**src/rtl/alt_vipvfr130_prc_seq_pkg.sv**
```systemverilog
// Shared definitions for the PRC frame sequencer.
// Contents: PRC slave register indices, packet type codes, control and
// interrupt bit masks, the FSM state encoding, the control packet size
// functions, and the helper that gives the bit width a value needs.
package alt_vipvfr130_prc_seq_pkg;

    // PRC Avalon-MM slave register indices
    localparam logic [2:0] REG_CTRL      = 3'd0;
    localparam logic [2:0] REG_IRQ       = 3'd2;
    localparam logic [2:0] REG_PKT_ADDR  = 3'd3;
    localparam logic [2:0] REG_PKT_TYPE  = 3'd4;
    localparam logic [2:0] REG_PKT_SAMP  = 3'd5;
    localparam logic [2:0] REG_PKT_WORDS = 3'd6;

    // Packet type codes
    localparam logic [31:0] TYPE_VIDEO = 32'd0;
    localparam logic [31:0] TYPE_CTRL  = 32'd15;

    // Register bit masks
    localparam logic [31:0] CTRL_GO      = 32'h1;
    localparam logic [31:0] CTRL_IRQ_EN  = 32'h2;
    localparam logic [31:0] IRQ_COMPLETE = 32'h2;

    typedef enum logic [3:0] {
        ST_IDLE,
        ST_LATCH,
        ST_MUL,
        ST_DIV,
        ST_CHECK,
        ST_WR_ADDR,
        ST_WR_TYPE,
        ST_WR_SAMP,
        ST_WR_WORDS,
        ST_WR_GO,
        ST_WAIT_IRQ,
        ST_WR_CLR,
        ST_DONE
    } state_t;

    // A control packet carries 9 symbols spread over the parallel channels
    function automatic int ctrl_samples(input int channels_in_par);
        return (9 + channels_in_par - 1) / channels_in_par;
    endfunction

    function automatic int ctrl_words(input int channels_in_par, input int samples_per_word);
        return (ctrl_samples(channels_in_par) + samples_per_word - 1) / samples_per_word;
    endfunction

    // Number of bits needed to hold value v (at least 1)
    function automatic int req_width(input longint v);
        int n;
        n = 1;
        for (int i = 0; i < 63; i++) begin
            if ((v >> i) != 0) n = i + 1;
        end
        return n;
    endfunction

endpackage

```
**src/rtl/alt_vipvfr130_prc_seq_divider.sv**
```systemverilog
// Restoring divider by a constant, one quotient bit per cycle, with a
// ceiling result.
// Ports:
//   i_clk, i_rst_n   clock, asynchronous active-low reset
//   i_start          load i_dividend and begin; takes SW cycles
//   i_dividend       SW-bit unsigned dividend
//   o_last           high during the final iteration cycle; o_ceil is valid
//                    from the following cycle until the next i_start
//   o_ceil           ceil(dividend / DIVISOR)
module alt_vipvfr130_prc_seq_divider #(
    parameter int SW      = 21,
    parameter int DIVISOR = 10
) (
    input  logic          i_clk,
    input  logic          i_rst_n,
    input  logic          i_start,
    input  logic [SW-1:0] i_dividend,
    output logic          o_last,
    output logic [SW-1:0] o_ceil
);
    localparam int CW = $clog2(SW + 1);
    localparam logic [SW:0] DIV_EXT = (SW+1)'(DIVISOR);

    logic          r_busy;
    logic [CW-1:0] r_cnt;
    logic [SW-1:0] r_quo;
    logic [SW-1:0] r_rem;
    logic [SW:0]   w_rem_sh;
    logic          w_ge;

    // The dividend shifts out of r_quo MSB-first while quotient bits shift in
    assign w_rem_sh = {r_rem, r_quo[SW-1]};
    assign w_ge     = (w_rem_sh >= DIV_EXT);
    assign o_last   = r_busy && (r_cnt == CW'(SW - 1));
    assign o_ceil   = r_quo + SW'(r_rem != '0);

    always_ff @(posedge i_clk or negedge i_rst_n) begin
        if (!i_rst_n) begin
            r_busy <= 1'b0;
            r_cnt  <= '0;
        end else if (i_start) begin
            r_busy <= 1'b1;
            r_cnt  <= '0;
        end else if (r_busy) begin
            r_cnt <= r_cnt + CW'(1);
            if (o_last) r_busy <= 1'b0;
        end
    end

    always_ff @(posedge i_clk) begin
        if (i_start) begin
            r_quo <= i_dividend;
            r_rem <= '0;
        end else if (r_busy) begin
            r_quo <= {r_quo[SW-2:0], w_ge};
            // remainder stays below DIVISOR, so the low SW bits are exact
            r_rem <= w_ge ? SW'(w_rem_sh - DIV_EXT) : w_rem_sh[SW-1:0];
        end
    end

endmodule

```
**src/rtl/alt_vipvfr130_prc_sequencer.sv**
```systemverilog
// Frame sequencer driving the PRC control slave as a write-only master.
// Per frame: latch configuration, compute sample and word counts, range
// check, optionally program a control packet, then the video packet
// (addr, type, samples, words, GO), wait for the completion interrupt,
// clear it, and repeat while cfg_go stays high.
// Ports:
//   clock, reset         clock, asynchronous active-low reset
//   cfg_*                frame configuration, latched once per frame
//   prc_av_*             Avalon-MM write master into the PRC slave, plus irq
//   busy                 state is not IDLE
//   frame_done/error     one-cycle pulses per completed / skipped frame
//   frame_count          completed frames, wrapping
module alt_vipvfr130_prc_sequencer
    import alt_vipvfr130_prc_seq_pkg::*;
#(
    parameter int BPS             = 8,
    parameter int CHANNELS_IN_PAR = 3,
    parameter int CHANNELS_IN_SEQ = 1,
    parameter int MEM_PORT_WIDTH  = 256,
    parameter int MAX_WIDTH       = 1920,
    parameter int MAX_HEIGHT      = 1080
) (
    input  logic        clock,
    input  logic        reset,
    input  logic        cfg_go,
    input  logic        cfg_send_ctrl,
    input  logic [31:0] cfg_frame_addr,
    input  logic [31:0] cfg_ctrl_addr,
    input  logic [15:0] cfg_width,
    input  logic [15:0] cfg_height,
    output logic [2:0]  prc_av_address,
    output logic        prc_av_write,
    output logic [31:0] prc_av_writedata,
    input  logic        prc_av_irq,
    output logic        busy,
    output logic        frame_done,
    output logic        frame_error,
    output logic [15:0] frame_count
);
    localparam int SAMPLES_PER_WORD = MEM_PORT_WIDTH / (BPS * CHANNELS_IN_PAR);
    localparam int SW = req_width(longint'(MAX_WIDTH) * longint'(MAX_HEIGHT) * longint'(CHANNELS_IN_SEQ));
    localparam logic [31:0] CTRL_SAMPLES = 32'(ctrl_samples(CHANNELS_IN_PAR));
    localparam logic [31:0] CTRL_WORDS   = 32'(ctrl_words(CHANNELS_IN_PAR, SAMPLES_PER_WORD));

    state_t        r_state, w_state_nxt;
    logic          r_ctrl_phase, w_ctrl_nxt;
    logic          r_send_ctrl;
    logic [31:0]   r_frame_addr, r_ctrl_addr;
    logic [15:0]   r_width, r_height;
    logic [SW-1:0] r_samples;
    logic [SW-1:0] w_samples;
    logic [SW-1:0] w_words;
    logic          w_div_last;
    logic          w_bad;

    logic          r_write, w_write;
    logic [2:0]    r_addr, w_addr;
    logic [31:0]   r_data, w_data;
    logic          r_done, r_err, w_err;
    logic [15:0]   r_count;

    assign w_samples = SW'(r_width) * SW'(r_height) * SW'(CHANNELS_IN_SEQ);
    assign w_bad = (r_width == '0) || (r_height == '0) ||
                   (r_width > 16'(MAX_WIDTH)) || (r_height > 16'(MAX_HEIGHT));

    alt_vipvfr130_prc_seq_divider #(
        .SW      (SW),
        .DIVISOR (SAMPLES_PER_WORD)
    ) u_div (
        .i_clk      (clock),
        .i_rst_n    (reset),
        .i_start    (r_state == ST_MUL),
        .i_dividend (w_samples),
        .o_last     (w_div_last),
        .o_ceil     (w_words)
    );

    // Frame configuration and product, captured once per frame
    always_ff @(posedge clock) begin
        if (r_state == ST_LATCH) begin
            r_send_ctrl  <= cfg_send_ctrl;
            r_frame_addr <= cfg_frame_addr;
            r_ctrl_addr  <= cfg_ctrl_addr;
            r_width      <= cfg_width;
            r_height     <= cfg_height;
        end
        if (r_state == ST_MUL) r_samples <= w_samples;
    end

    always_ff @(posedge clock or negedge reset) begin
        if (!reset) begin
            r_state      <= ST_IDLE;
            r_ctrl_phase <= 1'b0;
        end else begin
            r_state      <= w_state_nxt;
            r_ctrl_phase <= w_ctrl_nxt;
        end
    end

    always_comb begin
        w_state_nxt = r_state;
        w_ctrl_nxt  = r_ctrl_phase;
        unique case (r_state)
            ST_IDLE:     if (cfg_go) w_state_nxt = ST_LATCH;
            ST_LATCH:    w_state_nxt = ST_MUL;
            ST_MUL:      w_state_nxt = ST_DIV;
            ST_DIV:      if (w_div_last) w_state_nxt = ST_CHECK;
            ST_CHECK: begin
                if (w_bad) begin
                    w_state_nxt = cfg_go ? ST_LATCH : ST_IDLE;
                end else begin
                    w_state_nxt = ST_WR_ADDR;
                    w_ctrl_nxt  = r_send_ctrl;
                end
            end
            ST_WR_ADDR:  w_state_nxt = ST_WR_TYPE;
            ST_WR_TYPE:  w_state_nxt = ST_WR_SAMP;
            ST_WR_SAMP:  w_state_nxt = ST_WR_WORDS;
            ST_WR_WORDS: w_state_nxt = ST_WR_GO;
            ST_WR_GO:    w_state_nxt = ST_WAIT_IRQ;
            ST_WAIT_IRQ: if (prc_av_irq) w_state_nxt = ST_WR_CLR;
            ST_WR_CLR: begin
                if (r_ctrl_phase) begin
                    w_state_nxt = ST_WR_ADDR;
                    w_ctrl_nxt  = 1'b0;
                end else begin
                    w_state_nxt = ST_DONE;
                end
            end
            ST_DONE:     w_state_nxt = cfg_go ? ST_LATCH : ST_IDLE;
            default:     w_state_nxt = ST_IDLE;
        endcase
    end

    // Outputs are decoded from the next state so the registered bus lines
    // up with the state that issues each write.
    always_comb begin
        w_write = 1'b0;
        w_addr  = r_addr;
        w_data  = r_data;
        w_err   = (r_state == ST_CHECK) && w_bad;
        unique case (w_state_nxt)
            ST_WR_ADDR: begin
                w_write = 1'b1;
                w_addr  = REG_PKT_ADDR;
                w_data  = w_ctrl_nxt ? r_ctrl_addr : r_frame_addr;
            end
            ST_WR_TYPE: begin
                w_write = 1'b1;
                w_addr  = REG_PKT_TYPE;
                w_data  = w_ctrl_nxt ? TYPE_CTRL : TYPE_VIDEO;
            end
            ST_WR_SAMP: begin
                w_write = 1'b1;
                w_addr  = REG_PKT_SAMP;
                w_data  = w_ctrl_nxt ? CTRL_SAMPLES : 32'(r_samples);
            end
            ST_WR_WORDS: begin
                w_write = 1'b1;
                w_addr  = REG_PKT_WORDS;
                w_data  = w_ctrl_nxt ? CTRL_WORDS : 32'(w_words);
            end
            ST_WR_GO: begin
                w_write = 1'b1;
                w_addr  = REG_CTRL;
                w_data  = CTRL_GO | CTRL_IRQ_EN;
            end
            ST_WR_CLR: begin
                w_write = 1'b1;
                w_addr  = REG_IRQ;
                w_data  = IRQ_COMPLETE;
            end
            default: ;
        endcase
    end

    always_ff @(posedge clock or negedge reset) begin
        if (!reset) begin
            r_write <= 1'b0;
            r_addr  <= '0;
            r_data  <= '0;
            r_done  <= 1'b0;
            r_err   <= 1'b0;
            r_count <= '0;
        end else begin
            r_write <= w_write;
            r_addr  <= w_addr;
            r_data  <= w_data;
            r_done  <= (w_state_nxt == ST_DONE);
            r_err   <= w_err;
            r_count <= r_count + 16'(w_state_nxt == ST_DONE);
        end
    end

    assign prc_av_write     = r_write;
    assign prc_av_address   = r_addr;
    assign prc_av_writedata = r_data;
    assign frame_done       = r_done;
    assign frame_error      = r_err;
    assign frame_count      = r_count;
    assign busy             = (r_state != ST_IDLE);

endmodule

```
**config.mk**
```make
export PLATFORM = sky130hd
export DESIGN_NAME = alt_vipvfr130_prc_sequencer
export DESIGN_NICKNAME = d
export VERILOG_FILES = /design/src/rtl/alt_vipvfr130_prc_seq_pkg.sv /design/src/rtl/alt_vipvfr130_prc_seq_divider.sv /design/src/rtl/alt_vipvfr130_prc_sequencer.sv
export SDC_FILE = /design/constraint.sdc
export NUM_CORES = 1
export LEC_CHECK = 0
export ABC_AREA = 1
export CAP_MARGIN = 20
export CORE_ASPECT_RATIO = 1.1
export CORE_MARGIN = 3
export CORE_UTILIZATION = 50
export CTS_CLUSTER_DIAMETER = 40
export CTS_CLUSTER_SIZE = 14
export DETAILED_ROUTE_END_ITERATION = 10
export GPL_TIMING_DRIVEN = 0
export PLACE_DENSITY = 0.74
export SYNTH_ARGS = -nofsm -noshare
export SYNTH_HDL_FRONTEND = slang
export SYNTH_HIERARCHICAL = 1
export SYNTH_SLANG_ARGS = --single-unit
```
**constraint.sdc**
```tcl
create_clock -name clock -period 5.7 [get_ports clock]
set_input_delay 0.57 -clock clock [delete_from_list [all_inputs] [get_ports clock]]
set_output_delay 0.57 -clock clock [all_outputs]
set_load 0.02 [all_outputs]
```
Yosys cells after proc, flatten, opt, wreduce, memory -nomap -nowiden
Cells that the tools add are included.

word-level totals
  register bits after elaboration = 225
  logic and storage cells = 83
  output and inout port bits = 55

cells by class
  reduce and logical (&&, ||, !) cells = 13
  add/subtract/negate cells = 4
  multiplexer cells = 24
  eq/ne operators = 20
  $mul = 1
  $lt $le $gt $ge = 3

operators by type and width
  cell                                                                               count
  32-bit one-hot mux with 6 select lines                                             1
  21-bit two-way mux                                                                 5
  4-bit one-hot mux with 13 select lines                                             1
  4-bit == test, second input constant                                               9
  16-bit by 11-bit greater-than comparator with 1-bit output, second input constant  2
  16-bit zero test                                                                   2
  32-bit two-way mux                                                                 1
  4-bit by 3-bit == test with 1-bit output, second input constant                    7
  22-bit by 4-bit >= comparator with 1-bit output, second input constant             1
  21-bit by 1-bit adder with 21-bit output                                           1
  16-bit by 16-bit multiplier with 21-bit output                                     1
  21-bit nonzero test                                                                1
  21-bit by 4-bit subtractor with 21-bit output, second input constant               1
  4-bit two-way mux                                                                  5
  3-bit one-hot mux with 6 select lines                                              1
  16-bit by 1-bit adder with 16-bit output                                           1
  5-bit two-way mux                                                                  2
  4-bit by 2-bit == test with 1-bit output, second input constant                    2
  1-bit two-way mux                                                                  6
  6-bit nonzero test                                                                 1
  6-bit OR reduction                                                                 1
  5-bit by 1-bit adder with 5-bit output, second input constant                      1
  5-bit == test, second input constant                                               1
  4-bit by 1-bit == test with 1-bit output, second input constant                    1
  other kinds (7)                                                                    10

Depth between registers and ports, before layout
  word-level depth = 9
  mapped depth = 30
  gate-level depth less buffers = 28

Modules after synthesis
The synthesis kept the hierarchy.

by module, submodules not included
  module                         seq. area each (um2)  cells an instance  area an instance (um2)  instances
  alt_vipvfr130_prc_sequencer    5,019.8               1,442              13,367.8                1
  alt_vipvfr130_prc_seq_divider  1,201.2               415                3,060.4                 1

Worst setup path after synthesis
OpenSTA, ideal clock, no wires.

  path kind = register to register
  start = reg r_height[6]
  end = reg u_div.r_quo[20], data pin
  buffers on the path = 2
  data arrival time = 5.350 ns
  required time = 5.438 ns
  cell stages (with the launch flop) = 29
  slack = 0.088 ns
  period minus slack after synthesis = 5.612 ns
  cell sequence = edfxtp_1 > buf_2 > clkbuf_1 > nand2_1 > inv_1 > fa_1 > inv_1 > fa_1 > fa_1 > fa_1 > inv_1 > fa_1 > inv_1 > fa_1 > inv_1 > ha_1 > nand2_1 > nor2_1 > nand3_1 > o2111ai_1 > nand2_1 > nand2_1 > nand2_1 > nor2_1 > nor2_1 > nand3_1 > nand2_1 > nand2_1 > o21ai_0

between the ends
  word-level cells in the longest chain between the ends = 2

ends and longest elaborated chain
  element                                         RTL line                             text
  start: declaration                              alt_vipvfr130_prc_sequencer.sv:49    logic [15:0] r_width, r_height;
  start signal: assignment                        alt_vipvfr130_prc_sequencer.sv:85    r_height <= cfg_height;
  16-bit by 16-bit multiplier with 21-bit output  alt_vipvfr130_prc_sequencer.sv:62    assign w_samples = SW'(r_width) * SW'(r_height) * SW'(CHANNELS_IN_SEQ);
  net w_samples[20]                               alt_vipvfr130_prc_sequencer.sv:51    logic [SW-1:0] w_samples;
  21-bit two-way mux                              alt_vipvfr130_prc_seq_divider.sv:51  if (i_start) begin
  end signal: assignment                          alt_vipvfr130_prc_seq_divider.sv:52  r_quo <= i_dividend;
  end signal: assignment                          alt_vipvfr130_prc_seq_divider.sv:55  r_quo <= {r_quo[SW-2:0], w_ge};
  end: declaration                                alt_vipvfr130_prc_seq_divider.sv:26  logic [SW-1:0] r_quo;

The timed path passes the listed nets, and every way through them passes these cells.
A chain may end at the register's enable or synchronous reset.

Final worst setup path
  start = reg r_width[7]
  end = reg u_div.r_quo[20], data pin

between the ends
  word-level cells in the longest chain between the ends = 2

ends and longest elaborated chain
  element                                         RTL line                             text
  start: declaration                              alt_vipvfr130_prc_sequencer.sv:49
  start signal: assignment                        alt_vipvfr130_prc_sequencer.sv:84    r_width <= cfg_width;
  16-bit by 16-bit multiplier with 21-bit output  alt_vipvfr130_prc_sequencer.sv:62
  net w_samples[20]                               alt_vipvfr130_prc_sequencer.sv:51
  21-bit two-way mux                              alt_vipvfr130_prc_seq_divider.sv:51

The timed path passes the listed nets, and every way through them passes these cells.

==> impl_metrics.csv <==
group,metric,value,unit
timing,timing.final.ws_setup,0.0454,ns
routing,antenna_left,0,
timing,period_needed,5.65,ns
floorplanning,rows,68,
place,gp_congestion,0.971,
place,post-dp-hpwl,33400,um
cts,clock-sinks,225,
timing,setup_tns,0,ns
logic_synthesis,yosysSeqAreaShare,37.9,%
place,io_buffers,155,
timing,finalCritPeriodShare,99.2,%
final_layout,final_cells,2525,
floorplanning,core,31900,um2
critical_path,crit_slowest_cell,"fa_1",
floorplanning,die_x,179,um
place,placed_area,18600,um2
timing,skew,0.0358,ns
timing,rsz0062_at_grt,"yes",
critical_path,crit_type,"flop to flop",
critical_path,startpoint_type,"flop",
logic_synthesis,syn-mean-instance-area,8.85,um2
final_layout,syn2layout_area_growth,24.9,%
floorplanning,die_h,196,um
logic_synthesis,ys_ff_latch,225,
global_route,grt-ovfl-total,0,
final_layout,drive_gt1_share,12.1,%
cts,htree_levels,2,
logic_synthesis,synth_cells,1857,
critical_path,cp_slowest_stage_delay,0.55,ns
critical_path,cp.arrival,5.92,ns
floorplanning,die-area,35100,um2
global_route,grt_first_pass_wirelength,69400,um
routing,wl_per_cell,17.7,um
timing,setup-violations-final,0,
final_layout,final_nets,2388,
critical_path,crit_top_cell,"fa_1",
timing,slew_viol_final,0,
floorplanning,initial_utilization,51.5,%
cts,cts_tree,"done",
place,post-place-ws,-0.695,ns
cts,path_clk_slew,0.06,ns
global_route,antenna_found_initial,1,
logic_synthesis,synth_edf_count,139,
worst_hold_path,worst_hold_path_type,"input pin to asynchronous set/reset pin",
routing,drt-total-wl,44700,um
cts,numCtsBuffers,35,
cts,hold_buffers,0,
global_route,grt_max_degree,66,
critical_path,r2r_setup_slack,0.05,ns
routing,drc_errors,0,
critical_path,worstPathMaxFanout,4,
floorplanning,ios,156,
timing,tightest_slew,0.911,ns
cts,root_buffer,"clkbuf_16",
routing,vias,13200,
final_layout,final_common_cell,"nand2_1",
timing,max_freq,0.177,GHz
logic_synthesis,synth_area,16400,um2
final_layout,final_cell_mix,"483 x nand2_1, 340 x inv_1, 154 x clkdlybuf4s50_1",
timing,slew_headroom,39.1,%
timing,final-hold-violation-count,0,
critical_path,critical_path.endpoint_type,"flop",
cts,clock_latency,0.53,ns
job,maxCapViolations,0,
logic_synthesis,synth_flop_cell,"edfxtp_1",
critical_path,critical_path.top_delay_family,"adder cells",
routing,post_drt_via_cell_ratio,5.23,
status,status,"complete, no violations",
final_layout,final_cell_area,20500,um2
critical_path,cp_num_buf_inv,6,
global_route,grt_use_total,25.4,%
logic_synthesis,synth.distinct_cells,48,
logic_synthesis,yosysWarnings,6,
global_route,grt_pass1_vias,13400,
place,dp.cells,2436,
critical_path,required,5.96,ns
logic_synthesis,synthArstFlopShare,28.9,%
logic_synthesis,syn_nets,2166,
routing,drt_pass1_iterations,5,
routing,drt_iter0_drc,954,
cts,cts_buffer_depth,3,
worst register-to-register path, cell delays in order, from the launching register on:
cell and delay, ns:
edfxtp_1 0.50, buf_6 0.19, nand2_4 0.05, inv_2 0.03, fa_1 0.54, inv_2 0.04
fa_1 0.48, fa_1 0.55, inv_1 0.05, fa_1 0.46, fa_1 0.54, inv_2 0.04
fa_1 0.52, inv_2 0.05, ha_4 0.30, nand2_4 0.07, nor2_4 0.11, nand3_2 0.09
o2111ai_2 0.09, nand2_1 0.10, nand2_2 0.10, nand2_2 0.08, nor2_2 0.10, nor2_1 0.04
nand3_1 0.08, nand2_2 0.07, nand2_1 0.06, o21ai_1 0.06
per-layer routing:
layer	share of wire, %	wire length [um]	track usage [%]	vias to the layer above
li1	-	-	-	6203
met1	38	17000	30.2	6377
met2	51	22900	44.8	491
met3	5.9	2630	3.95	131
met4	4.9	2190	11.7	0
met5	0	0	0	-
kinds of logic (layout without fill, tap and decap cells):
kind of cell / after synthesis / in the layout / synth area share (%)
AND/OR/NAND/NOR: 775 / 775 / 20.5
buffers and inverters: 441 / 688 / 10.6
flip-flops: 225 / 225 / 37.9
adder cells (fa/ha/maj): 208 / 208 / 22.3
AO/OA/AOI/OAI: 136 / 136 / 4.88
XOR/XNOR: 72 / 72 / 3.84
other: 0 / 1 / 0
path summary, 6_finish.rpt:
kind,startpoint,endpoint,cells after the start
setup / recovery,r_width[7]$_DFFE_PP_,u_div/r_quo[20]$_DFFE_PP_,27
hold / removal,reset,u_div/r_cnt[2]$_DFFE_PN0P_,1
setup reg to reg,r_width[7]$_DFFE_PP_,u_div/r_quo[20]$_DFFE_PP_,27
hold reg to reg,r_ctrl_phase$_DFF_PN0_,frame_done$_DFF_PN0_,1
max in group asynchronous,reset,frame_count[6]$_DFF_PN0_,1
min in group clock,r_ctrl_phase$_DFF_PN0_,frame_done$_DFF_PN0_,1
repair_timing:
action | 4_1_cts | 5_1_grt
resized for setup | 70 | 77
buffers inserted | 20 | 14
setup endpoints to repair | 19 | 13
pin swaps | 16 | 46
cloned | 0 | 1
state kept, by name (all words and copies together), names as in the netlist:
signal,flops
u_div/r_busy,1
frame_done,1
frame_count,16
r_state,4
r_ctrl_addr,32
r_width,16
r_samples,21
r_ctrl_phase,1
r_send_ctrl,1
prc_av_writedata,32
prc_av_address,3
frame_error,1
u_div/r_cnt,5
r_height,16
u_div/r_quo,21
prc_av_write,1
r_frame_addr,32
u_div/r_rem,21
layout make-up:
class                      instances  area, um2
tap                              420        526
timing repair buffer             194       1940
buffer                            72        562
sequential                       225       6220
antenna                            1       2.50
clock inverter                    24        322
inverter                         360       1350
clock buffer                      38        887
multi-input combinational       1191       8710
fill                            2576      11400
synth_stat cells, types with 2 or more instances:
library cell / n / area share, %
nand2_4: 2 / 0.14
edfxtp_1: 139 / 25
clkbuf_1: 43 / 0.98
a21o_1: 4 / 0.18
nor3_2: 3 / 0.18
buf_2: 28 / 0.85
nand2_1: 495 / 11
xor2_1: 48 / 2.6
nor3_4: 2 / 0.20
o21a_1: 2 / 0.091
fa_1: 142 / 17
nand4_1: 12 / 0.46
a21oi_1: 37 / 1.1
buf_1: 3 / 0.069
o21ai_1: 14 / 0.43
o21ai_0: 50 / 1.5
a31oi_1: 2 / 0.076
nor2_2: 10 / 0.38
xnor2_1: 24 / 1.3
nor2_4: 7 / 0.48
inv_2: 6 / 0.14
nor2_1: 84 / 1.9
nand3_2: 4 / 0.24
dfrtp_1: 65 / 9.9
dfxtp_1: 21 / 2.6
inv_1: 354 / 8.1
nor3_1: 9 / 0.27
ha_1: 66 / 5.0
nand3b_1: 5 / 0.23
nand3_1: 130 / 4.0
a22o_1: 19 / 1.0
buf_6: 6 / 0.41
nand2_2: 5 / 0.19
o22ai_2: 2 / 0.15
stage by stage:
step / utilization (%) / hold slack [ns]
after CTS: 63.3 / 0.193
final: 64.3 / 0.165
after detailed placement: 58.3 / 0.433
after global placement: 58.0 / 0.434
after global routing: 64.3 / 0.220
after floorplan: - / 0.274
Power is not shown: default switching activity piles up to over one toggle a cycle in this logic, so the estimate is an artifact.
